<file path="src/rtl/data_bus_demux.sv">
// -----------------------------------------------------------------------------
// data_bus_demux
//
// Purpose:
//   Sits between the core data port and the data-side slaves (data RAM,
//   debug port controller). Each core request is decoded by address and
//   forwarded to one of N_SLAVES slave ports. Unmapped addresses go to an
//   internal error responder. In-order responses are routed back to the core
//   using a FIFO of target IDs (depth OUTSTANDING). The error responder uses
//   ID N_SLAVES.
//
// Optional feature macro: DBUS_TIMEOUT_EN
//   When defined, a response watchdog forces an error response after
//   TIMEOUT_CYCLES cycles at the FIFO head. It counts the responses it has
//   abandoned per slave, so that those late responses are swallowed.
//   When undefined, a hung slave stalls the bus.
//
// Ports:
//   clk, rst                  clock, synchronous active-low reset
//   data_*_i / data_*_o       core side: req/we/be/addr/wdata/intg in,
//                             gnt/rvalid/rdata/intg/err out
//   s_req_o                   per-slave request (one-hot or zero)
//   s_we_o .. s_wdata_intg_o  broadcast copies of the core request fields
//   s_gnt_i, s_rvalid_i,
//   s_err_i                   per-slave handshake/response bits
//   s_rdata_i, s_rdata_intg_i per-slave read data, slot k = slave k
// -----------------------------------------------------------------------------
module data_bus_demux #(
    parameter int                      N_SLAVES       = 2,
    parameter logic [N_SLAVES*32-1:0]  SLV_BASE       = {32'h8000_0000, 32'h0001_0000},
    parameter logic [N_SLAVES*32-1:0]  SLV_MASK       = {32'hFFFF_F000, 32'hFFFF_0000},
    parameter int                      OUTSTANDING    = 2,
    parameter int                      TIMEOUT_CYCLES = 64
) (
    input  logic                     clk,
    input  logic                     rst,
    input  logic                     data_req_i,
    input  logic                     data_we_i,
    input  logic [3:0]               data_be_i,
    input  logic [31:0]              data_addr_i,
    input  logic [31:0]              data_wdata_i,
    input  logic [6:0]               data_wdata_intg_i,
    output logic                     data_gnt_o,
    output logic                     data_rvalid_o,
    output logic [31:0]              data_rdata_o,
    output logic [6:0]               data_rdata_intg_o,
    output logic                     data_err_o,
    output logic [N_SLAVES-1:0]      s_req_o,
    output logic                     s_we_o,
    output logic [3:0]               s_be_o,
    output logic [31:0]              s_addr_o,
    output logic [31:0]              s_wdata_o,
    output logic [6:0]               s_wdata_intg_o,
    input  logic [N_SLAVES-1:0]      s_gnt_i,
    input  logic [N_SLAVES-1:0]      s_rvalid_i,
    input  logic [N_SLAVES-1:0]      s_err_i,
    input  logic [N_SLAVES*32-1:0]   s_rdata_i,
    input  logic [N_SLAVES*7-1:0]    s_rdata_intg_i
);

    localparam int IDW  = $clog2(N_SLAVES + 1);
    localparam int PTRW = (OUTSTANDING > 1) ? $clog2(OUTSTANDING) : 1;
    localparam int CNTW = $clog2(OUTSTANDING + 1);
    localparam logic [IDW-1:0]  ERR_ID   = IDW'(N_SLAVES);
    localparam logic [CNTW-1:0] FULL_CNT = CNTW'(OUTSTANDING);
    localparam logic [PTRW-1:0] LAST_PTR = PTRW'(OUTSTANDING - 1);

    // Request fields are broadcast; only s_req_o qualifies them.
    assign s_we_o         = data_we_i;
    assign s_be_o         = data_be_i;
    assign s_addr_o       = data_addr_i;
    assign s_wdata_o      = data_wdata_i;
    assign s_wdata_intg_o = data_wdata_intg_i;

    // ---------------------------------------------------------------- decode
    logic [N_SLAVES-1:0] hit;
    logic [IDW-1:0]      tgt;

    generate
        for (genvar gi = 0; gi < N_SLAVES; gi++) begin : g_dec
            assign hit[gi] = (data_addr_i & SLV_MASK[gi*32 +: 32]) == SLV_BASE[gi*32 +: 32];
        end
    endgenerate

    // Scan from the top down so that the lowest-index hit is assigned last and wins.
    always_comb begin
        tgt = ERR_ID;
        for (int k = N_SLAVES - 1; k >= 0; k--) begin
            if (hit[k]) tgt = IDW'(k);
        end
    end

    // ------------------------------------------------------------- ID FIFO
    logic [IDW-1:0]  fifo_q [OUTSTANDING];
    logic [PTRW-1:0] rptr_q, rptr_d, wptr_q, wptr_d, tail_ptr;
    logic [CNTW-1:0] cnt_q, cnt_d;
    logic            empty, full;
    logic [IDW-1:0]  head_id, tail_id;

    assign empty    = (cnt_q == '0);
    assign full     = (cnt_q == FULL_CNT);
    assign tail_ptr = (wptr_q == '0) ? LAST_PTR : wptr_q - 1'b1;
    assign head_id  = fifo_q[rptr_q];
    assign tail_id  = fifo_q[tail_ptr];

    // ------------------------------------------------- timeout / stale state
    logic [N_SLAVES-1:0] swallow;
    logic                tgt_stale;
    logic                timeout_fire;
    logic                normal_pop;

`ifdef DBUS_TIMEOUT_EN
    localparam int TOW = (TIMEOUT_CYCLES > 1) ? $clog2(TIMEOUT_CYCLES) : 1;

    logic [TOW-1:0]  to_cnt_q, to_cnt_d;
    logic [CNTW-1:0] stale_q [N_SLAVES];
    logic [CNTW-1:0] stale_d [N_SLAVES];

    generate
        for (genvar gi = 0; gi < N_SLAVES; gi++) begin : g_swallow
            // A late answer to an abandoned request is consumed silently.
            assign swallow[gi] = s_rvalid_i[gi] & (stale_q[gi] != '0);
        end
    endgenerate

    always_comb begin
        tgt_stale = 1'b0;
        for (int k = 0; k < N_SLAVES; k++) begin
            if (tgt == IDW'(k) && stale_q[k] != '0) tgt_stale = 1'b1;
        end
    end

    assign timeout_fire = !empty && !normal_pop && (to_cnt_q == TOW'(TIMEOUT_CYCLES - 1));
`else
    assign swallow      = '0;
    assign tgt_stale    = 1'b0;
    assign timeout_fire = 1'b0;
`endif

    // --------------------------------------------------------- issue side
    logic can_issue;
    logic tgt_gnt;
    logic push, pop;

    // rst gates issue so that nothing is granted in a cycle whose push would be discarded.
    assign can_issue = rst && !full && (empty || tail_id == tgt) && !tgt_stale;

    generate
        for (genvar gi = 0; gi < N_SLAVES; gi++) begin : g_req
            assign s_req_o[gi] = data_req_i & (tgt == IDW'(gi)) & can_issue;
        end
    endgenerate

    // --------------------------------------------------------- response mux
    logic        head_rv;
    logic        head_err;
    logic [31:0] head_rdata;
    logic [6:0]  head_intg;

    always_comb begin
        tgt_gnt    = 1'b0;
        head_rv    = 1'b0;
        head_err   = 1'b0;
        head_rdata = '0;
        head_intg  = '0;
        for (int k = 0; k < N_SLAVES; k++) begin
            if (tgt == IDW'(k)) tgt_gnt = s_gnt_i[k];
            if (head_id == IDW'(k)) begin
                head_rv    = s_rvalid_i[k] & ~swallow[k];
                head_err   = s_err_i[k];
                head_rdata = s_rdata_i[k*32 +: 32];
                head_intg  = s_rdata_intg_i[k*7 +: 7];
            end
        end
    end

    logic slv_pop, err_pop;

    assign data_gnt_o = can_issue & ((tgt == ERR_ID) ? data_req_i : tgt_gnt);
    assign push       = data_req_i & data_gnt_o;

    assign slv_pop    = !empty && head_rv;
    assign err_pop    = !empty && (head_id == ERR_ID);
    assign normal_pop = slv_pop | err_pop;
    assign pop        = normal_pop | timeout_fire;

    assign data_rvalid_o     = pop;
    assign data_err_o        = err_pop | timeout_fire | (slv_pop & head_err);
    assign data_rdata_o      = slv_pop ? head_rdata : '0;
    assign data_rdata_intg_o = slv_pop ? head_intg : '0;

    // --------------------------------------------------------- next state
    always_comb begin
        rptr_d = rptr_q;
        wptr_d = wptr_q;
        cnt_d  = cnt_q;
        if (push) wptr_d = (wptr_q == LAST_PTR) ? '0 : wptr_q + 1'b1;
        if (pop)  rptr_d = (rptr_q == LAST_PTR) ? '0 : rptr_q + 1'b1;
        if (push && !pop) cnt_d = cnt_q + CNTW'(1);
        if (pop && !push) cnt_d = cnt_q - CNTW'(1);
    end

    always_ff @(posedge clk) begin
        if (!rst) begin
            rptr_q <= '0;
            wptr_q <= '0;
            cnt_q  <= '0;
        end else begin
            rptr_q <= rptr_d;
            wptr_q <= wptr_d;
            cnt_q  <= cnt_d;
        end
    end

    // FIFO storage needs no reset: entries are only read while counted valid.
    always_ff @(posedge clk) begin
        if (rst && push) fifo_q[wptr_q] <= tgt;
    end

`ifdef DBUS_TIMEOUT_EN
    always_comb begin
        to_cnt_d = (pop || empty) ? '0 : to_cnt_q + TOW'(1);
        for (int k = 0; k < N_SLAVES; k++) begin
            stale_d[k] = stale_q[k];
            if (timeout_fire && head_id == IDW'(k)) stale_d[k] = stale_d[k] + CNTW'(1);
            if (swallow[k]) stale_d[k] = stale_d[k] - CNTW'(1);
        end
    end

    always_ff @(posedge clk) begin
        if (!rst) begin
            to_cnt_q <= '0;
            for (int k = 0; k < N_SLAVES; k++) stale_q[k] <= '0;
        end else begin
            to_cnt_q <= to_cnt_d;
            for (int k = 0; k < N_SLAVES; k++) stale_q[k] <= stale_d[k];
        end
    end
`endif

`ifndef SYNTHESIS
    // A slave response must belong to the current head, or be a swallowed stale one.
    logic [N_SLAVES-1:0] head_sel;
    generate
        for (genvar gi = 0; gi < N_SLAVES; gi++) begin : g_hsel
            assign head_sel[gi] = !empty && (head_id == IDW'(gi));
        end
    endgenerate

    a_no_stray_rvalid: assert property (@(posedge clk) disable iff (!rst)
        (s_rvalid_i & ~swallow & ~head_sel) == '0);
`endif

endmodule

</file>
<file path="config.mk">
export PLATFORM = sky130hd
export DESIGN_NAME = data_bus_demux
export DESIGN_NICKNAME = d
export VERILOG_FILES = /design/src/rtl/data_bus_demux.sv
export SDC_FILE = /design/constraint.sdc
export NUM_CORES = 1
export LEC_CHECK = 0
export CORE_AREA = 8 8 104 106
export CTS_CLUSTER_SIZE = 10
export DETAILED_ROUTE_END_ITERATION = 8
export DIE_AREA = 0 0 112 114
export PLACE_DENSITY_LB_ADDON = 0.15
export SLEW_MARGIN = 20
export SYNTH_ARGS = -nofsm -noshare
export SYNTH_HDL_FRONTEND = slang
export SYNTH_SLANG_ARGS = --single-unit
</file>
<file path="constraint.sdc">
create_clock -name clk -period 3.05 [get_ports clk]
set_input_delay 0.61 -clock clk [delete_from_list [all_inputs] [get_ports clk]]
set_output_delay 0.61 -clock clk [all_outputs]
set_load 0.01 [all_outputs]
</file>
### Yosys cells after proc, flatten, opt, wreduce, memory -nomap -nowiden

Memory sizes are Yosys's and may differ from the RTL's. A register that Yosys moved wholly into a read port is not among the register bits.
Index checks and enable logic that the tools add are counted.
Widths: inputs -> output; s select.

* add/subtract/negate cells: 5
* eq/ne operators: 8
* multiplexer cells: 24
* bitwise logic cells: 9
* reductions and logical operators: 16

Operators by type and width (number)
* $mux 32: 3
* $mux 7: 3
* $eq 20x20->1 const B: 1
* $eq 16x1->1 const B: 1
* $mux 1: 14
* $mux 2: 4
* $and 1x1->1: 7
* $logic_and 1x1->1: 7
* $eq 2x2->1 const B: 3
* $logic_not 2->1: 3
* $eq 2x1->1 const B: 2
* $logic_not 1->1: 4
* $add 1x1->1 const B: 2
* $add 2x1->2 const B: 1
* $eq 2x2->1: 1
* $or 1x1->1: 2
* $reduce_bool 2->1: 1
* $sub 2x1->2 const B: 1
* $logic_or 1x1->1: 1
* $sub 1x1->1 const B: 1

* register bits: 4
* memory bits (writable): 4
* input bits: 163
* output and inout bits: 120
* word-level logic and storage cells: 66
* memories kept: 1

Memory list
* fifo_q: depth 2, bits a word 2, rd ports 2, clocked after Yosys merged registers in 1, write ports 1, RTL line 94 `logic [IDW-1:0] fifo_q [OUTSTANDING];`

### Logic depth before layout (Yosys ltp)

Gate-level depths: netlist of the first run.

* depth in word-level cells: 12
* depth in mapped cells: 10
* mapped depth without buffers: 10

### Worst setup path after synthesis of the first run

No wires, ideal clock.

* kind: input to register
* start point: input data_addr_i[22]
* end point: register cnt_q[1]
* data arrival time: 2.704 ns
* data required time: 2.974 ns
* path slack: 0.271 ns
* stages: 9
* buffers on the path: 0
* cells stage by stage: nor4_2 -> nand4_2 -> nor3_1 -> o2111a_2 -> nor2_4 -> or3_1 -> ha_1 -> or3_1 -> a21boi_0

* cells in the longest elaborated chain, start to end: 12
* elaborated cells on any way between the ends: 20
* classes of those cells: eq/ne (5); mux (6); bitwise (2); reduce/logical (7)

Ends and longest elaborated chain
* start, declared: RTL line 40 `input logic [31:0] data_addr_i,`
* $eq 20x20->1: RTL line 81 `assign hit[gi] = (data_addr_i & SLV_MASK[gi*32 +: 32]) == SLV_BASE[gi*32 +: 32];`
* $mux 2: RTL line 89 `if (hit[k]) tgt = IDW'(k);`
* $mux 2 (*): RTL line 89
* $logic_not 2->1: RTL line 167 `if (tgt == IDW'(k)) tgt_gnt = s_gnt_i[k];`
* $mux 1 (2 in a row): RTL line 167
* $mux 1: RTL line 179 `assign data_gnt_o = can_issue & ((tgt == ERR_ID) ? data_req_i : tgt_gnt);`
* $and 1x1->1 (*): RTL line 179
* $and 1x1->1 (*): RTL line 180 `assign push = data_req_i & data_gnt_o;`
* $logic_not 1->1: RTL line 200 `if (pop && !push) cnt_d = cnt_q - CNTW'(1);`
* $logic_and 1x1->1: RTL line 200
* $mux 2 / $reduce_bool 2->1 (equally long branches)
* end signal, assigned: RTL line 211 `cnt_q <= cnt_d;`
* end, declared: RTL line 96 `logic [CNTW-1:0] cnt_q, cnt_d;`

Mark *: on every way between the ends. The rest lies on a longest branch, timed or not.
A chain may end at the register's enable or synchronous reset.

### Final worst setup path of the first run

* start point: input data_addr_i[15]
* end point: output s_req_o[1]

* cells in the longest elaborated chain, start to end: 7
* elaborated cells on any way between the ends: 9
* classes of those cells: eq/ne (3); mux (2); bitwise (2); reduce/logical (2)

Ends and longest elaborated chain
* $eq 20x20->1 (*): RTL line 81
* $mux 2 (*) (2 in a row): RTL line 89
* $eq 2x2->1: RTL line 146 `assign can_issue = rst && !full && (empty || tail_id == tgt) && !tgt_stale;`
* $logic_or 1x1->1: RTL line 146
* $logic_and 1x1->1: RTL line 146
* $and 1x1->1 (*): RTL line 150 `assign s_req_o[gi] = data_req_i & (tgt == IDW'(gi)) & can_issue;`
* end, declared: RTL line 48 `output logic [N_SLAVES-1:0] s_req_o,`

Marks and branches as above.

==> metrics.csv, run 1 <==
metric,value,unit
worstSetupPathType,in -> out,
portBuffers,170,
num_antenna_cells,0,
holdWs,0.537,ns
hold_start,cnt_q[1]$_SDFFE_PN0P_,
synth_area,0.00182,mm2
setup_violations,0,
synth_top_area_share,31.3,%
synthCells,282,
grt_pass1_wl,12600,um
dp_hpwl,7360,um
r2r_setup_slack,0.48,ns
io_pins,283,
first_pass_iters,4,
htree_num_levels,1,
grt_overflow_total,0,
end_kind,output port,
cts_sinks,9,
via_per_inst,4.33,
grt_util_all_layers,12.1,%
first_global_vias,2163,
period_share,96.6,%
combinationalPowerShare,66.1,%
clk_latency,0.23,ns
numCtsBuffers,3,
tightest_slew,0.437,ns
fin_crit,2.95,ns
vias,2165,
yosysWarnings,0,
irDropWorstVdd,0.283,mV
internal_power,0.595,mW
cts_tree,built,
switchingPower,0.368,mW
required,2.44,ns
antenna_found_initial,0,
core_area,0.00911,mm2
path_clk_slew,0.04,ns
p_seq_share,20.1,%
grt_max_degree,40,
finish.utilization,37.1,%
drive_gt1_share,13.6,%
p_leak,1.32,nW
synth.distinct_cells,41,
die_area,0.0128,mm2
fp.dieH,114,um
maxCapViolCount,0,
startpoint_type,primary input,
arrival,2.34,ns
finalHoldViolCount,0,
sw_frac_of_total,38.2,%
gp_congestion,0.734,
root_buffer,clkbuf_8,
final.fill_count,943,
hold_depth,2,
cts.path.max_buffers,2,
skew,0.00230,ns
drc,0,
slew_headroom,70.8,%
area_growth,85.6,%
wire_per_inst,17.8,um
cp_max_fo,4,
max_freq,339,MHz
wl,8890,um
rr_endpoint,cnt_q[1]$_SDFFE_PN0P_,
powerDensity,285,mW/mm2
reg2regPathDepth,10,
ant_nets,0,
worstHoldPathType,reg -> reg,
r2r-start,wptr_q$_SDFFE_PN0P_,
status,completed,
clockPowerShare,13.8,%
yosys-top-cells-area,"buf_4 (31%), nand2_1 (17%), a21oi_1 (11%)",
die_w,112,um
num_rows,35,
place_area,0.00326,mm2
postSynthAreaPerCell,6.46,um2
layout.nets,554,
initial_core_util,20.0,%
slew_violations,0,
stdcell_area,0.00338,mm2
drtIter0Drc,151,
synth-seq-area-share,12.1,%
synth_top_cell_by_area,buf_4,
holdPathEnd,cnt_q[1]$_SDFFE_PN0P_,
syn-num-nets,446,
ys_ff_latch,9,
layout make-up:
type	instances	area, um2	share of cell area (%)
timing repair buffer	194	1900	56.4
multi-input combinational	181	1070	31.6
sequential	9	220	6.52
tap	111	139	4.11
clock buffer	4	45.0	1.33
inverter	1	3.75	0.111
synthesized netlist by cell type:
cell       instances
dfxtp_1            5
nor4_2             3
ha_1               1
nand4b_1           1
a21boi_0           1
o2111a_2           1
inv_1              1
or3_1              4
o21a_1             1
buf_1              1
xor2_1             1
nor2_4             1
or2_2              1
xnor2_1            2
edfxtp_1           4
nand4_2            1
nand4_1            1
nor4_1             2
and3b_1            1
nand3_1            2
a21o_1             1
buf_4             76
a21oi_2            1
and2_1             3
nand3b_1           1
o21ai_0            5
nor3b_1            3
nor2_1             5
nor4b_2            1
and4b_1            1
nor2b_1            1
nand2_1           82
nor4b_1            1
o211ai_1           1
a21oi_1           41
nor3_1             2
mux2_4             1
clkbuf_1          14
mux2i_1            5
o2111ai_1          1
mux2_2             1
cells in the final DEF (no fill, tap or decap), drive strengths merged, types with 2 or more instances in the layout:
| cell | instances |
|---|---|
| nand3 | 2 |
| a21oi | 42 |
| nor3b | 3 |
| mux2i | 5 |
| dlygate4sd2 | 8 |
| mux2 | 2 |
| or3 | 4 |
| clkbuf | 7 |
| nand4 | 2 |
| dlymetal6s2s | 3 |
| clkdlybuf4s15 | 6 |
| edfxtp | 4 |
| nand2 | 82 |
| buf | 26 |
| clkdlybuf4s50 | 148 |
| xnor2 | 2 |
| o21ai | 5 |
| nor2 | 6 |
| and2 | 3 |
| nor3 | 2 |
| dfxtp | 5 |
| nor4b | 2 |
| nor4 | 5 |
power by group through the flow:
| stage | Clock, mW | Combinational [mW] | Sequential, mW |
|---|---|---|---|
| floorplan | 0 | 0.411 | 0.169 |
| global placement | 0 | 0.625 | 0.199 |
| detailed placement | 0 | 0.625 | 0.199 |
| CTS | 0.135 | 0.631 | 0.197 |
| global route | 0.142 | 0.699 | 0.198 |
| finish | 0.133 | 0.636 | 0.193 |
worst max-delay path: stages:
cell and delay, ns:
clkdlybuf4s50_1 0.43, nor2_2 0.15, nand2_2 0.08, buf_4 0.14
o21a_1 0.16, o2111a_2 0.28, nor2_4 0.14, and4b_1 0.20
buf_2 0.14
per-layer routing:
metal / global-route usage, % / vias up / share of wire (%)
met5: 0 / - / 0
met4: 0.540 / 0 / 0.18
met3: 6.13 / 2 / 12
met2: 22.8 / 134 / 52
met1: 12.4 / 950 / 36
li1: - / 1079 / -
repair_timing:
item,in CTS,in global routing
hold buffers,0,0
setup endpoints to repair,5,18
gates resized for setup,38,24
buffers inserted,0,1
gates cloned,0,0
pin swaps,12,11
metrics by stage:
| stage | cells | total power [mW] | setup slack (ns) | setup TNS, ns |
|---|---|---|---|---|
| 2_1_floorplan | 282 | 0.580 | 0.271 | 0 |
| 3_3_place_gp | 495 | 0.824 | -0.558 | -2.43 |
| 3_5_place_dp | 495 | 0.823 | -0.611 | -2.54 |
| 4_1_cts | 499 | 0.963 | 0.0123 | 0 |
| 5_1_grt | 500 | 1.04 | -0.0181 | -0.0297 |
| 6_report | 500 | 0.962 | 0.104 | 0 |
kinds of logic (layout without fill, tap and decap cells):
kind of cell	count (synthesis)	in the layout	synth area share (%)
muxes	7	7	4.19
DFF	9	9	12.1
and+or+nand+nor	117	117	31.0
buffers and inverters	92	199	34.6
AOI/OAI and AO/OA	53	53	15.9
xor gates and xnor gates	3	3	1.44
adders and majority gates	1	1	0.687
how the worst max path moves through the flow:
stage,from,cells past startpoint,endpoint
finish,data_addr_i[15],9,s_req_o[1]
detailed placement,data_addr_i[19],8,s_req_o[0]
global placement,data_addr_i[19],8,s_req_o[0]
global route,data_addr_i[23],12,cnt_q[1]$_SDFFE_PN0P_
floorplan,data_addr_i[22],9,cnt_q[1]$_SDFFE_PN0P_
CTS,data_addr_i[26],8,s_req_o[1]
No activity file was read; power rests on OpenSTA's default activity.
==> run 2: changes to the inputs <==
PLACE_DENSITY = 0.73   (was unset)
PLACE_DENSITY_LB_ADDON = unset   (was 0.15)
SETUP_SLACK_MARGIN = 0.02   (was unset)
==> run 2 against run 1 <==
First-iteration DRC count is 2.0% lower. Critical path depth is 1 lower. Combinational power is 2% higher. Largest cell class unchanged.
==> metrics.csv, run 2 (synthesis gave the netlist of run 1 again) <==
metric,value,unit,change
wl,9340,um,was 8890 um
hold_depth,2,,unchanged
switchingPower,0.393,mW,was 0.368 mW
status,completed,,unchanged
powerDensity,292,mW/mm2,was 285 mW/mm2
cts.path.max_buffers,2,,unchanged
tightest_slew,0.487,ns,was 0.437 ns
num_rows,35,,unchanged
place_area,0.00319,mm2,was 0.00326 mm2
worstHoldPathType,reg -> reg,,unchanged
drtIter0Drc,148,,was 151
fp.dieH,114,um,unchanged
r2r-start,wptr_q$_SDFFE_PN0P_,,unchanged
final_cell_mix,"clkdlybuf4s50_1 (147), nand2_1 (81), a21oi_1 (39)",,"was clkdlybuf4s50_1 (148), nand2_1 (81), a21oi_1 (40)"
path_clk_slew,0.04,ns,about the same
gp_congestion,0.869,,was 0.734
die_area,0.0128,mm2,unchanged
numCtsBuffers,3,,unchanged
grt_pass1_wl,13700,um,was 12600 um
worstSetupPathType,in -> out,,unchanged
clockPowerShare,13.9,%,was 13.8%
pre_cts_ws,-0.604,ns,was -0.611 ns
ant_nets,0,,unchanged
final_common_cell,clkdlybuf4s50_1,,unchanged
slew_headroom,67.2,%,was 70.8%
stdcell_area,0.00337,mm2,was 0.00338 mm2
clk_latency,0.23,ns,about the same
portBuffers,170,,unchanged
cts_tree,built,,unchanged
cp_max_fo,4,,unchanged
vias,2258,,was 2165
root_buffer,clkbuf_8,,unchanged
first_global_vias,2374,,was 2163
area_growth,85.3,%,was 85.6%
startpoint_type,primary input,,unchanged
combinationalPowerShare,65.8,%,was 66.1%
skew,0.00210,ns,was 0.00230 ns
setup_ws,0.0599,ns,was 0.104 ns
sw_frac_of_total,39.9,%,was 38.2%
via_per_inst,4.49,,was 4.33
finalHoldViolCount,0,,unchanged
grt_util_all_layers,13.4,%,was 12.1%
hold_start,cnt_q[1]$_SDFFE_PN0P_,,unchanged
rr_endpoint,cnt_q[1]$_SDFFE_PN0P_,,unchanged
p_leak,1.33,nW,was 1.32 nW
required,2.44,ns,about the same
wire_per_inst,18.6,um,was 17.8 um
maxCapViolCount,0,,unchanged
drive_gt1_share,15.8,%,was 13.6%
max_freq,334,MHz,was 339 MHz
num_antenna_cells,0,,unchanged
layout.nets,557,,was 554
first_pass_iters,5,,was 4
arrival,2.38,ns,was 2.34 ns
end_kind,output port,,unchanged
die_w,112,um,unchanged
setup_violations,0,,unchanged
slew_violations,0,,unchanged
io_pins,283,,unchanged
holdPathEnd,cnt_q[1]$_SDFFE_PN0P_,,unchanged
internal_power,0.592,mW,was 0.595 mW
dp_hpwl,7890,um,was 7360 um
irDropWorstVdd,0.304,mV,was 0.283 mV
period_share,98.0,%,was 96.6%
drc,0,,unchanged
grt_overflow_total,0,,unchanged
antenna_found_initial,0,,unchanged
cts_sinks,9,,unchanged
reg2regPathDepth,10,,unchanged
htree_num_levels,1,,unchanged
p_seq_share,20.3,%,was 20.1%
initial_core_util,20.0,%,unchanged
r2r_setup_slack,0.40,ns,was 0.48 ns
grt_max_degree,31,,was 40
fin_crit,2.99,ns,was 2.95 ns
core_area,0.00911,mm2,unchanged
-- run 2: worst max-delay path by stage --
| stage | start | to | slack [ns] | cells past startpoint |
|---|---|---|---|---|
| 3_5_place_dp | data_addr_i[29] | s_req_o[0] | -0.60 | 8 |
| 6_report | data_addr_i[13] | s_req_o[1] | 0.06 | 8 |
| 4_1_cts | data_addr_i[17] | s_req_o[1] | 0.03 | 8 |
| 2_1_floorplan | data_addr_i[22] | cnt_q[1]$_SDFFE_PN0P_ | 0.27 | 9 |
| 3_3_place_gp | data_addr_i[19] | s_req_o[0] | -0.56 | 8 |
| 5_1_grt | data_addr_i[15] | s_req_o[1] | -0.002 | 8 |
-- run 2: critical path: stages --
cell and delay, ns:
dlygate4sd2_1 0.26, nor4b_4 0.36, nand2_2 0.13, o21a_1 0.21, o2111a_2 0.29, nor2_4 0.17
and4b_1 0.21, buf_2 0.14
-- run 2: metal layers --
| layer | routed length [um] | vias to the layer above | GRT usage (%) |
|---|---|---|---|
| li1 | - | 1084 | - |
| met1 | 3110 | 1016 | 12.6 |
| met2 | 4980 | 137 | 25.2 |
| met3 | 988 | 21 | 5.86 |
| met4 | 252 | 0 | 5.04 |
| met5 | 0 | - | 0 |
-- run 2: cell type report --
cell class / instances / area, um2
fill: 954 / 5740
tap: 111 / 139
inverter: 1 / 3.75
sequential: 9 / 221
multi-input combinational: 181 / 1080
clock buffer: 4 / 45.0
timing repair buffer: 197 / 1880
-- run 2: timing repair --
item                                    in CTS  in global routing
endpoints found under the hold margin        0                  0
pin swaps                                   13                 13
hold buffers                                 0                  0
endpoints found under the setup margin       5                  7
gates resized for setup                     39                 28
buffers inserted                             5                  4
-- run 2: per-stage QoR --
stage | power [mW] | std cells | setup TNS, ns | util, % | hold slack (ns)
5_1_grt | 1.07 | 503 | -0.00217 | 37.0 | 0.560
6_report | 0.985 | 503 | 0 | 37.0 | 0.532
4_1_cts | 0.979 | 499 | 0 | 36.2 | 0.531
2_1_floorplan | 0.580 | 282 | 0 | - | 0.478
3_3_place_gp | 0.811 | 490 | -2.39 | 35.1 | 0.493
3_5_place_dp | 0.825 | 490 | -2.66 | 35.1 | 0.533
-- run 2: power by group through the flow --
stage / clock (mW) / sequential (mW) / combinational (mW)
3_3_place_gp: 0 / 0.197 / 0.614
4_1_cts: 0.143 / 0.199 / 0.638
6_report: 0.137 / 0.200 / 0.648
3_5_place_dp: 0 / 0.200 / 0.626
5_1_grt: 0.147 / 0.205 / 0.717
2_1_floorplan: 0 / 0.169 / 0.411
==> run 3: changes to the inputs <==
==> constraint.sdc (replaced) <==
create_clock -name clk -period 3.05 [get_ports clk]
set_input_delay 0.7625 -clock clk [delete_from_list [all_inputs] [get_ports clk]]
set_output_delay 0.7625 -clock clk [all_outputs]
set_load 0.01 [all_outputs]
==> run 3 against run 2 <==
The run now ends with setup timing left. First-iteration DRC count shrank 8.8%. Non-clock buffer count up 1. Hold slack got worse by 0.013 ns. Core utilization shrank 0.60 points. Highest routed layer unchanged. Count of clock-buffer cells in the layout did not move. Worst setup slack lost 0.10 ns. Cell count up 0.20%. Via count down 1.7%. Clock power barely moved. Critical path type unchanged. Largest cell class unchanged. Register-to-register slack improved by 0.04 ns. Global-route usage up 0.078 points. Sequential share of layout area rose by 0.071 points.
==> metrics.csv, run 3 (synthesis gave the netlist of run 1 again) <==
metric,value,unit,change
path_clk_slew,0.04,ns,about the same
fin_crit,3.09,ns,was 2.99 ns
via_per_inst,4.40,,was 4.49
startpoint_type,primary input,,unchanged
num_rows,35,,unchanged
cts.path.max_buffers,2,,unchanged
period_share,101,%,was 98.0%
root_buffer,clkbuf_8,,unchanged
grt_util_all_layers,13.5,%,was 13.4%
worstSetupPathType,in -> out,,unchanged
setup_ws,-0.0416,ns,was 0.0599 ns
clockPowerShare,14.1,%,was 13.9%
fp.dieH,114,um,unchanged
powerDensity,293,mW/mm2,was 292 mW/mm2
failed_checks,setup timing,,
cts_sinks,9,,unchanged
gp_congestion,0.880,,was 0.869
critPathBufInv,2,,unchanged
antenna_found_initial,0,,unchanged
p_leak,1.48,nW,was 1.33 nW
numCtsBuffers,3,,unchanged
layout.nets,558,,was 557
crit_slowest_cell,or3_1,,was nor4b_4
die_w,112,um,unchanged
required,2.29,ns,was 2.44 ns
htree_num_levels,1,,unchanged
grt_overflow_total,0,,unchanged
status,finished with violations,,was completed
die_area,0.0128,mm2,unchanged
irDropWorstVdd,0.370,mV,was 0.304 mV
tightest_slew,0.450,ns,was 0.487 ns
final_common_cell,clkdlybuf4s50_1,,unchanged
wl,9310,um,was 9340 um
area_growth,82.3,%,was 85.3%
skew,0.00266,ns,was 0.00210 ns
r2r_setup_slack,0.44,ns,was 0.40 ns
final_cell_mix,"clkdlybuf4s50_1 (106), nand2_1 (82), dlygate4sd2_1 (40)",,"was clkdlybuf4s50_1 (147), nand2_1 (81), a21oi_1 (39)"
drive_gt1_share,18.3,%,was 15.8%
crit_chain,buf_8 -> nor4_4 -> nand4_2 -> or3_1 -> o2111a_2 -> nor2_4 -> and4b_1 -> buf_2,,was dlygate4sd2_1 -> nor4b_4 -> nand2_2 -> o21a_1 -> o2111a_2 -> nor2_4 -> and4b_1 -> buf_2
p_total,0.972,mW,was 0.985 mW
ant_nets,0,,unchanged
io_pins,283,,unchanged
core_area,0.00911,mm2,unchanged
slew_violations,0,,unchanged
holdWs,0.519,ns,was 0.532 ns
first_pass_iters,4,,was 5
combinationalPowerShare,65.3,%,was 65.8%
maxCapViolCount,0,,unchanged
num_antenna_cells,0,,unchanged
initial_core_util,20.0,%,unchanged
first_global_vias,2357,,was 2374
place_area,0.00324,mm2,was 0.00319 mm2
end_kind,output port,,unchanged
max_stage_delay,0.35,ns,was 0.36 ns
vias,2219,,was 2258
p_seq_share,20.5,%,was 20.3%
cp_max_fo,5,,was 4
drc,0,,unchanged
max_freq,323,MHz,was 334 MHz
sw_frac_of_total,40.1,%,was 39.9%
clk_latency,0.23,ns,about the same
cts_tree,built,,unchanged
slew_headroom,69.9,%,was 67.2%
grt_pass1_wl,13800,um,was 13700 um
setup_violations,2,,was 0
portBuffers,170,,unchanged
arrival,2.33,ns,was 2.38 ns
grt_max_degree,31,,unchanged
wire_per_inst,18.5,um,was 18.6 um
cp_top_family,simple AND/OR/NAND/NOR gates,,unchanged
rsz0062_at_grt,true,,
hold_buffers,0,,unchanged
stdcell_area,0.00332,mm2,was 0.00337 mm2
switchingPower,0.390,mW,was 0.393 mW
worstHoldPathType,reg -> reg,,unchanged
dp_hpwl,7880,um,was 7890 um
finalHoldViolCount,0,,unchanged
drtIter0Drc,135,,was 148
internal_power,0.582,mW,was 0.592 mW
run 3: cell count changes in the layout (fill, tap and decap cells not counted), moves of 2 or more:
cell             before  now
dlymetal6s2s_1        4    0
buf_6                 1    6
buf_4                25   27
clkdlybuf4s15_1       2    4
clkbuf_2              6    2
clkdlybuf4s50_1     147  106
buf_2                 2    9
dlygate4sd2_1         8   40
run 3: final cells by class:
type / count / area (um2)
well taps: 111 / 139
clock buffers: 4 / 45.0
flip-flops and latches: 9 / 220
repair buffers: 198 / 1830
inverters: 1 / 3.75
multi-input cells: 181 / 1080
fillers: 960 / 5790
run 3: final timing paths:
path,from,to,cells after the start
max reg2reg,wptr_q$_SDFFE_PN0P_,cnt_q[1]$_SDFFE_PN0P_,10
min reg2reg,cnt_q[1]$_SDFFE_PN0P_,cnt_q[1]$_SDFFE_PN0P_,2
max,data_addr_i[17],s_req_o[1],8
min,cnt_q[1]$_SDFFE_PN0P_,cnt_q[1]$_SDFFE_PN0P_,2
run 3: power groups by stage:
stage	combinational (mW)	clock [mW]	sequential, mW
floorplan	0.411	0	0.169
global placement	0.626	0	0.198
detailed placement	0.636	0	0.200
CTS	0.631	0.141	0.199
global route	0.703	0.145	0.205
finish	0.635	0.137	0.200
run 3: timing repair:
action                                  4_1_cts  5_1_grt
endpoints found under the setup margin       46       10
cloned                                        0        0
setup buffers                                 3        1
resized for setup                           141       12
pin swaps                                    11        1
run 3: routing by layer:
layer  track usage [%]  vias to the layer above  routed length [um]
met5                 0                        -                   0
met4              5.31                        0                 259
met3              5.34                       21                 884
met2              25.1                      139                4930
met1              13.2                      976                3230
li1                  -                     1083                   -
run 3: worst register-to-register path, delay by kind of cell (launching register included):
kind / cells / cell delay [ns]
and+or+nand+nor: 3 / 0.75
AOI/OAI and AO/OA: 3 / 0.53
DFF: 1 / 0.49
muxes: 1 / 0.33
adders and majority gates: 1 / 0.17
buffers and inverters: 1 / 0.16
xor gates and xnor gates: 1 / 0.12
run 3: stage by stage:
stage / setup WS (ns) / util (%) / TNS (ns) / std cells
final: -0.0416 / 36.4 / -0.0585 / 504
after global routing: -0.129 / 36.4 / -0.324 / 504
after CTS: -0.0368 / 36.2 / -0.0368 / 503
after detailed placement: -0.955 / 35.6 / -10.18 / 496
after global placement: -0.873 / 35.6 / -8.21 / 496
after floorplan: 0.0684 / - / 0 / 282
